### config.mk
export PLATFORM = sky130hd
export DESIGN_NAME = uart_echo_fifo
export DESIGN_NICKNAME = d
export VERILOG_FILES = /design/src/rtl/uart_pkg.sv /design/src/rtl/uart_fifo.sv /design/src/rtl/uart_echo_fifo.sv
export SDC_FILE = /design/constraint.sdc
export NUM_CORES = 1
export LEC_CHECK = 0
export CAP_MARGIN = 15
export CORE_MARGIN = 4
export CORE_UTILIZATION = 60
export CTS_BUF_LIST = sky130_fd_sc_hd__clkbuf_4
export CTS_CLUSTER_DIAMETER = 200
export DETAILED_ROUTE_END_ITERATION = 16
export GPL_ROUTABILITY_DRIVEN = 1
export PLACE_DENSITY = 0.85
export SLEW_MARGIN = 20
export SYNTH_ARGS = -nofsm -noshare
export SYNTH_HDL_FRONTEND = slang
export SYNTH_SLANG_ARGS = --single-unit
### constraint.sdc
create_clock -name aclk -period 4.7 [get_ports aclk]
set_input_delay 0.94 -clock aclk [delete_from_list [all_inputs] [get_ports aclk]]
set_output_delay 0.94 -clock aclk [all_outputs]
set_load 0.05 [all_outputs]
### src/rtl/uart_pkg.sv
// Shared types and constants for the UART echo path.
package uart_pkg;

  typedef enum logic [1:0] {
    MODE_ECHO    = 2'd0,
    MODE_UPPER   = 2'd1,
    MODE_LINE    = 2'd2,
    MODE_DISCARD = 2'd3
  } uart_echo_mode_e;

  localparam logic [7:0] ASCII_CR = 8'h0D;
  localparam logic [7:0] ASCII_LF = 8'h0A;

  // Lower-case ASCII letters become upper case, everything else is untouched.
  function automatic logic [7:0] ascii_to_upper(input logic [7:0] b);
    logic [7:0] r;
    r = b;
    if ((b >= 8'h61) && (b <= 8'h7A)) begin
      r = b & 8'hDF;
    end else begin
      r = b;
    end
    return r;
  endfunction

endpackage

### src/rtl/uart_fifo.sv
// Synchronous FIFO: storage, wrapping pointers and an occupancy count that
// is the sole source of the full/empty decision.
module uart_fifo #(
  parameter int DEPTH = 16,
  parameter int WIDTH = 8
) (
  input  logic                   clk,
  input  logic                   rst_n,
  input  logic                   push,
  input  logic                   pop,
  input  logic [WIDTH-1:0]       wdata,
  output logic [WIDTH-1:0]       rdata,
  output logic                   full,
  output logic                   empty,
  output logic [$clog2(DEPTH):0] level
);

  localparam int AW = $clog2(DEPTH);
  localparam int LW = AW + 1;

  logic [WIDTH-1:0] mem_r [DEPTH];
  logic [AW-1:0]    wr_ptr_r;
  logic [AW-1:0]    rd_ptr_r;
  logic [LW-1:0]    level_r;

  // Storage write; contents need no reset because the pointers define validity.
  always_ff @(posedge clk) begin
    if (push) begin
      mem_r[wr_ptr_r] <= wdata;
    end
  end

  // Pointer and occupancy bookkeeping.
  always_ff @(posedge clk or negedge rst_n) begin
    if (!rst_n) begin
      wr_ptr_r <= {AW{1'b0}};
      rd_ptr_r <= {AW{1'b0}};
      level_r  <= {LW{1'b0}};
    end else begin
      if (push) begin
        wr_ptr_r <= wr_ptr_r + AW'(1'b1);
      end
      if (pop) begin
        rd_ptr_r <= rd_ptr_r + AW'(1'b1);
      end
      case ({push, pop})
        2'b10:   level_r <= level_r + LW'(1'b1);
        2'b01:   level_r <= level_r - LW'(1'b1);
        default: level_r <= level_r;
      endcase
    end
  end

  assign rdata = mem_r[rd_ptr_r];
  assign full  = (level_r == LW'(DEPTH));
  assign empty = (level_r == {LW{1'b0}});
  assign level = level_r;

endmodule

### src/rtl/uart_echo_fifo.sv
// Buffered echo stage between uart_rx and uart_tx: stores received bytes,
// releases them according to mode (echo, upper-case, line-held, discard)
// and keeps receive/drop statistics.
module uart_echo_fifo import uart_pkg::*; #(
  parameter int         DEPTH     = 16,
  parameter logic [7:0] LINE_TERM = ASCII_CR,
  parameter int         CNT_WIDTH = 16
) (
  input  logic                   aclk,
  input  logic                   aresetn,
  input  logic                   s_axis_tvalid,
  input  logic [7:0]             s_axis_tdata,
  output logic                   s_axis_tready,
  output logic                   m_axis_tvalid,
  output logic [7:0]             m_axis_tdata,
  input  logic                   m_axis_tready,
  input  logic [1:0]             mode,
  output logic [$clog2(DEPTH):0] level,
  output logic [CNT_WIDTH-1:0]   rx_count,
  output logic [CNT_WIDTH-1:0]   drop_count
);

  localparam int              LW      = $clog2(DEPTH) + 1;
  localparam logic [LW-1:0]   DEPTH_L = LW'(DEPTH);

  uart_echo_mode_e      mode_s;
  logic                 s_hs_s;
  logic                 m_hs_s;
  logic                 push_s;
  logic                 pop_s;
  logic                 full_s;
  logic                 empty_s;
  logic [7:0]           rd_data_s;
  logic [7:0]           tdata_s;
  logic [LW-1:0]        level_s;
  logic [LW-1:0]        level_next_s;
  logic [LW-1:0]        release_r;
  logic [LW-1:0]        release_next_s;
  logic                 tready_r;
  logic                 tready_next_s;
  logic                 tvalid_r;
  logic [CNT_WIDTH-1:0] rx_count_r;
  logic [CNT_WIDTH-1:0] drop_count_r;

  assign mode_s = uart_echo_mode_e'(mode);
  assign s_hs_s = s_axis_tvalid && tready_r;
  assign m_hs_s = tvalid_r && m_axis_tready;
  assign push_s = s_hs_s && (mode_s != MODE_DISCARD) && !full_s;
  assign pop_s  = m_hs_s && !empty_s;

  uart_fifo #(
    .DEPTH (DEPTH),
    .WIDTH (8)
  ) u_fifo (
    .clk   (aclk),
    .rst_n (aresetn),
    .push  (push_s),
    .pop   (pop_s),
    .wdata (s_axis_tdata),
    .rdata (rd_data_s),
    .full  (full_s),
    .empty (empty_s),
    .level (level_s)
  );

  // Occupancy after this edge, used to steer release and ready.
  always_comb begin
    level_next_s = level_s;
    if (push_s && !pop_s) begin
      level_next_s = level_s + LW'(1'b1);
    end else if (!push_s && pop_s) begin
      level_next_s = level_s - LW'(1'b1);
    end else begin
      level_next_s = level_s;
    end
  end

  // Release count: everything stored is releasable except in LINE mode,
  // where bytes wait for the terminator or for a full-FIFO forced flush.
  always_comb begin
    release_next_s = release_r;
    case (mode_s)
      MODE_LINE: begin
        if (push_s && (s_axis_tdata == LINE_TERM)) begin
          release_next_s = level_next_s;
        end else if ((level_next_s == DEPTH_L) && (release_r == {LW{1'b0}})) begin
          release_next_s = DEPTH_L;
        end else if (pop_s) begin
          release_next_s = release_r - LW'(1'b1);
        end else begin
          release_next_s = release_r;
        end
      end
      default: release_next_s = level_next_s;
    endcase
  end

  // Ready for the next cycle: DISCARD always accepts, otherwise not when full.
  always_comb begin
    tready_next_s = 1'b0;
    if (mode_s == MODE_DISCARD) begin
      tready_next_s = 1'b1;
    end else begin
      tready_next_s = (level_next_s != DEPTH_L);
    end
  end

  // Handshake and release state registers.
  always_ff @(posedge aclk or negedge aresetn) begin
    if (!aresetn) begin
      tready_r  <= 1'b0;
      tvalid_r  <= 1'b0;
      release_r <= {LW{1'b0}};
    end else begin
      tready_r  <= tready_next_s;
      tvalid_r  <= (release_next_s != {LW{1'b0}});
      release_r <= release_next_s;
    end
  end

  // Statistics: every slave handshake counts, discarded ones also as drops.
  always_ff @(posedge aclk or negedge aresetn) begin
    if (!aresetn) begin
      rx_count_r   <= {CNT_WIDTH{1'b0}};
      drop_count_r <= {CNT_WIDTH{1'b0}};
    end else begin
      if (s_hs_s) begin
        rx_count_r <= rx_count_r + CNT_WIDTH'(1'b1);
      end
      if (s_hs_s && (mode_s == MODE_DISCARD)) begin
        drop_count_r <= drop_count_r + CNT_WIDTH'(1'b1);
      end
    end
  end

  // Output transform applied to the head-of-FIFO byte.
  always_comb begin
    tdata_s = rd_data_s;
    if (mode_s == MODE_UPPER) begin
      tdata_s = ascii_to_upper(rd_data_s);
    end else begin
      tdata_s = rd_data_s;
    end
  end

  assign s_axis_tready = tready_r;
  assign m_axis_tvalid = tvalid_r;
  assign m_axis_tdata  = tdata_s;
  assign level         = level_s;
  assign rx_count      = rx_count_r;
  assign drop_count    = drop_count_r;

endmodule

==> reports/metrics.yaml <==
clocking:
  cts.sinks: 180
  post_cts_hold_fix_bufs: 0
  total_clock_buffers_created_by_cts: 17
  cts-htree-levels: 4
  clockBufferDepth: 2
  tritoncts: "done"
  ctsRootBufferMaster: "clkbuf_4"
  cts.reportedPaths.clkPinSlew_ns: 0.13
  clk-insertion-delay-late_ns: 0.57
synth:
  ys.warnings.count: 0
  avgSynthCellArea_um2: 15.90
  netlist-cell-type-count: 57
  syn-num-nets: 513
  synth-seq-area-share_pct: 66.73
  synth_seq_cells: 180
  netlist_area_pre_place_um2: 7710
  netlist_instances: 485
  number_of_enable_type_register_cells_in_the_synthesized_netlist: 128
  synth_async_sr_flop_share_pct: 28.89
  postSynth.topFlopCell: "edfxtp_1"
sta:
  period_needed_ns: 4.194
  final.period_utilization_pct: 89.24
  finalSetupViolations: 0
  fin_worst_skew_ns: 0.01279
  report.final.slew_viol_count: 0
  worst_slew_margin_rel_pct: 31.44
  sum_of_negative_setup_slack_ns: 0
  hold-worst-slack_ns: 0.4693
  tightest_slew_ns: 1.025
  unrepaired_setup_endpoints_after_global_routing: "false"
  fmaxAchievable_mhz: 238.4
  finalWorstSetupSlack_ns: 0.5057
  timing_hold_violations_final: 0
global_routing:
  globalRouteOverflowTotal: 0
  aggregate_global_route_resource_usage_pct: 22.27
  pin_count_of_the_biggest_net_entering_global_routing: 53
  antenna_found_initial: 0
  grt_pass1_wl_mm: 24.41
  grt_pass1_vias: 4533
job:
  max-cap-violations: 0
place:
  io_buffer_count: 60
  dpl_cell_area_um2: 8509
  place.gp.congestion: 0.8590
  dpl_worst_slack_ns: 0.4312
  total_half_perimeter_wirelength_after_legalization_and_detailed_placement_mm: 9.951
worst_setup_path:
  cp_bufs_invs: 2
  critPathCaptureType: "primary output"
  r2r-end: "m_axis_tvalid"
  critical_path.reg2reg.startpoint: "u_fifo.level[0]"
  timing.reg2reg.worst_path_depth: 13
  worstPathCellList: "buf_12 -> mux4_2 -> a22oi_1 -> nand2_1 -> nor2_1 -> a2bb2oi_1 -> a31oi_1 -> dlymetal6s2s_1"
  crit_type: "flop to primary output"
  cpPeakStageDelay_ns: 0.56
  cp.required_ns: 3.76
  path_delay_family: "buffers and inverters"
  timing.critical_path.arrival_ns: 3.25
  worst-path-max-fanout: 35
  critPathSlowestCell: "mux4_2"
  worstSetupStartpointType: "flop"
  regToRegSetupSlack_ns: 1.01
pwr:
  sw_frac_of_total_pct: 39.71
  combinationalPowerShare_pct: 42.6
  power_switching_uw: 2112
  power.total_uw: 5319
  leakage_uw: 0.003175
  max-vdd-ir-drop_mv: 0.2851
  p_seq_share_pct: 40.5
  power_density_over_cell_area_nw_per_um2: 603.3
  power.share.clock_pct: 16.9
  p_int_uw: 3207
routing:
  post_drt_via_cell_ratio: 5.923
  route.vias.total: 4389
  route.detailed.drc: 0
  route.antenna.remaining_nets: 0
  drt_wl_total_mm: 15.12
  route.detailed.wl_per_inst_um: 20.40
  detail_route.first_pass.iterations: 5
  drt_iter0_drc: 466
outcome:
  run_status: "finished clean"
floorplan:
  floorplan.initialDensity_pct: 61.09
  dieArea_um2: 14730
  row_count: 41
  placeableCoreArea_um2: 12620
  die_h_um: 121.4
  floorplan.die.width_um: 121.4
  boundaryPins: 61
cells_and_area:
  flow.area_growth_from_synthesis_pct: 14.35
  fraction_of_layout_instances_using_a_drive_strength_above_1_pct: 15.85
  fin_nets: 584
  final_design_area_no_fill_um2: 8816
worst_hold_path:
  worst_hold_path_type: "primary input to async pin"
==> layout by cell type, fill, tap and decap left out, types with 11 or more instances in the layout <==
cell             synthesis  layout
clkbuf_4                 0      17
clkdlybuf4s50_1          0      58
dfrtp_1                 52      51
buf_4                    1      11
xnor2_1                 34      34
nand3_1                 14      14
nor2_1                  26      26
inv_1                   13      13
edfxtp_1               128     128
ha_1                    14      14
nor3_1                  11      11
nand2_1                 39      39
mux4_2                  34      34
==> synth_stat cells, types with 3 or more instances <==
cell type  count  area [µm²]
buf_6          4       45.04
nor2b_1        4       25.02
mux2i_1        3       30.03
xnor2_1       34       297.8
dfrtp_1       52        1301
edfxtp_1     128        3844
mux2_2         5       56.30
xor2_1        10       87.58
nand3_1       14       70.07
buf_1          3       11.26
nor4_1         3       18.77
nor2_1        26       97.59
buf_2          5       25.02
and3_1         9       56.30
ha_1          14       175.2
nand4_1       10       62.56
nand2_1       39       146.4
nor3_1        11       55.05
a22oi_1       10       75.07
inv_1         13       48.80
clkbuf_1       7       26.28
and2_1         4       25.02
a21oi_1        5       25.02
mux4_2        34       765.7
==> cells by family after synthesis <==
logic type / share of synthesized area (%)
flops: 66.73
simple gates: 8.926
xor+xnor: 5.209
mux: 11.05
compound gates: 3.570
buf+inv: 2.240
fa+ha+maj: 2.272
==> layer usage <==
layer	track usage (%)	share of wire, %
met1	30.00	41
met2	35.68	51
met3	5.361	5.7
met4	8.333	2.4
met5	0	0
==> stage by stage <==
stage / util [%] / cells
2_1_floorplan: - / 485
3_3_place_gp: 67.43 / 709
3_5_place_dp: 67.43 / 709
4_1_cts: 69.82 / 740
5_1_grt: 69.84 / 740
6_report: 69.86 / 741
==> state kept, by name (all words and copies together) (netlist names) <==
| register | cells |
|---|---|
| u_fifo.mem_r | 128 |
| u_fifo.rd_ptr_r | 4 |
| u_fifo.level | 5 |
| release_r | 5 |
| drop_count | 16 |
| s_axis_tready | 1 |
| rx_count | 16 |
| u_fifo.wr_ptr_r | 4 |
| m_axis_tvalid | 1 |
==> power groups by stage <==
| stage | registers, µW | clock network, µW | logic [µW] |
|---|---|---|---|
| floorplan | 2330 | 0 | 1470 |
| finish | 2160 | 899 | 2260 |
| CTS | 2150 | 921 | 2280 |
| global placement | 2170 | 0 | 2210 |
| detailed placement | 2190 | 0 | 2260 |
| global route | 2190 | 998 | 2410 |
==> what timing repair did <==
item | in CTS | in global routing
setup buffers | 0 | 0
gates resized for setup | 0 | 1
setup endpoints to repair | 0 | 1
==> worst register-to-register path, cell delays in order (launching register included) <==
cell and delay [ns]:
dfrtp_1 0.48, inv_1 0.18, ha_1 0.27, or3b_4 0.42, o211a_1 0.21, buf_4 0.19, ha_1 0.34, inv_1 0.10
ha_1 0.24, nor4_1 0.29, o22ai_1 0.17, nor4_2 0.34, o31a_1 0.23, o2111ai_1 0.12
==> final cells by class <==
| class | instances | area, µm² |
|---|---|---|
| clock buffer | 17 | 127.6 |
| timing repair buffer | 72 | 700.7 |
| fill | 819 | 3804 |
| clock inverter | 14 | 173.9 |
| inverter | 14 | 57.56 |
| tap | 172 | 215.2 |
| multi-input combinational | 271 | 2392 |
| antenna | 1 | 2.502 |
| sequential | 180 | 5146 |
==> worst max path at each step <==
| stage | start | end | slack (ns) | cells past startpoint |
|---|---|---|---|---|
| 2_1_floorplan | u_fifo.rd_ptr_r[0] | m_axis_tdata[5] | 0.83 | 8 |
| 3_3_place_gp | s_axis_tvalid | release_r[1] | 0.61 | 12 |
| 3_5_place_dp | s_axis_tvalid | m_axis_tvalid | 0.43 | 13 |
| 4_1_cts | u_fifo.rd_ptr_r[0] | m_axis_tdata[5] | 0.05 | 8 |
| 5_1_grt | u_fifo.rd_ptr_r[0] | m_axis_tdata[5] | 0.22 | 8 |
| 6_report | u_fifo.rd_ptr_r[0] | m_axis_tdata[5] | 0.51 | 8 |
Note: power is estimated with default switching activity, not from simulation.
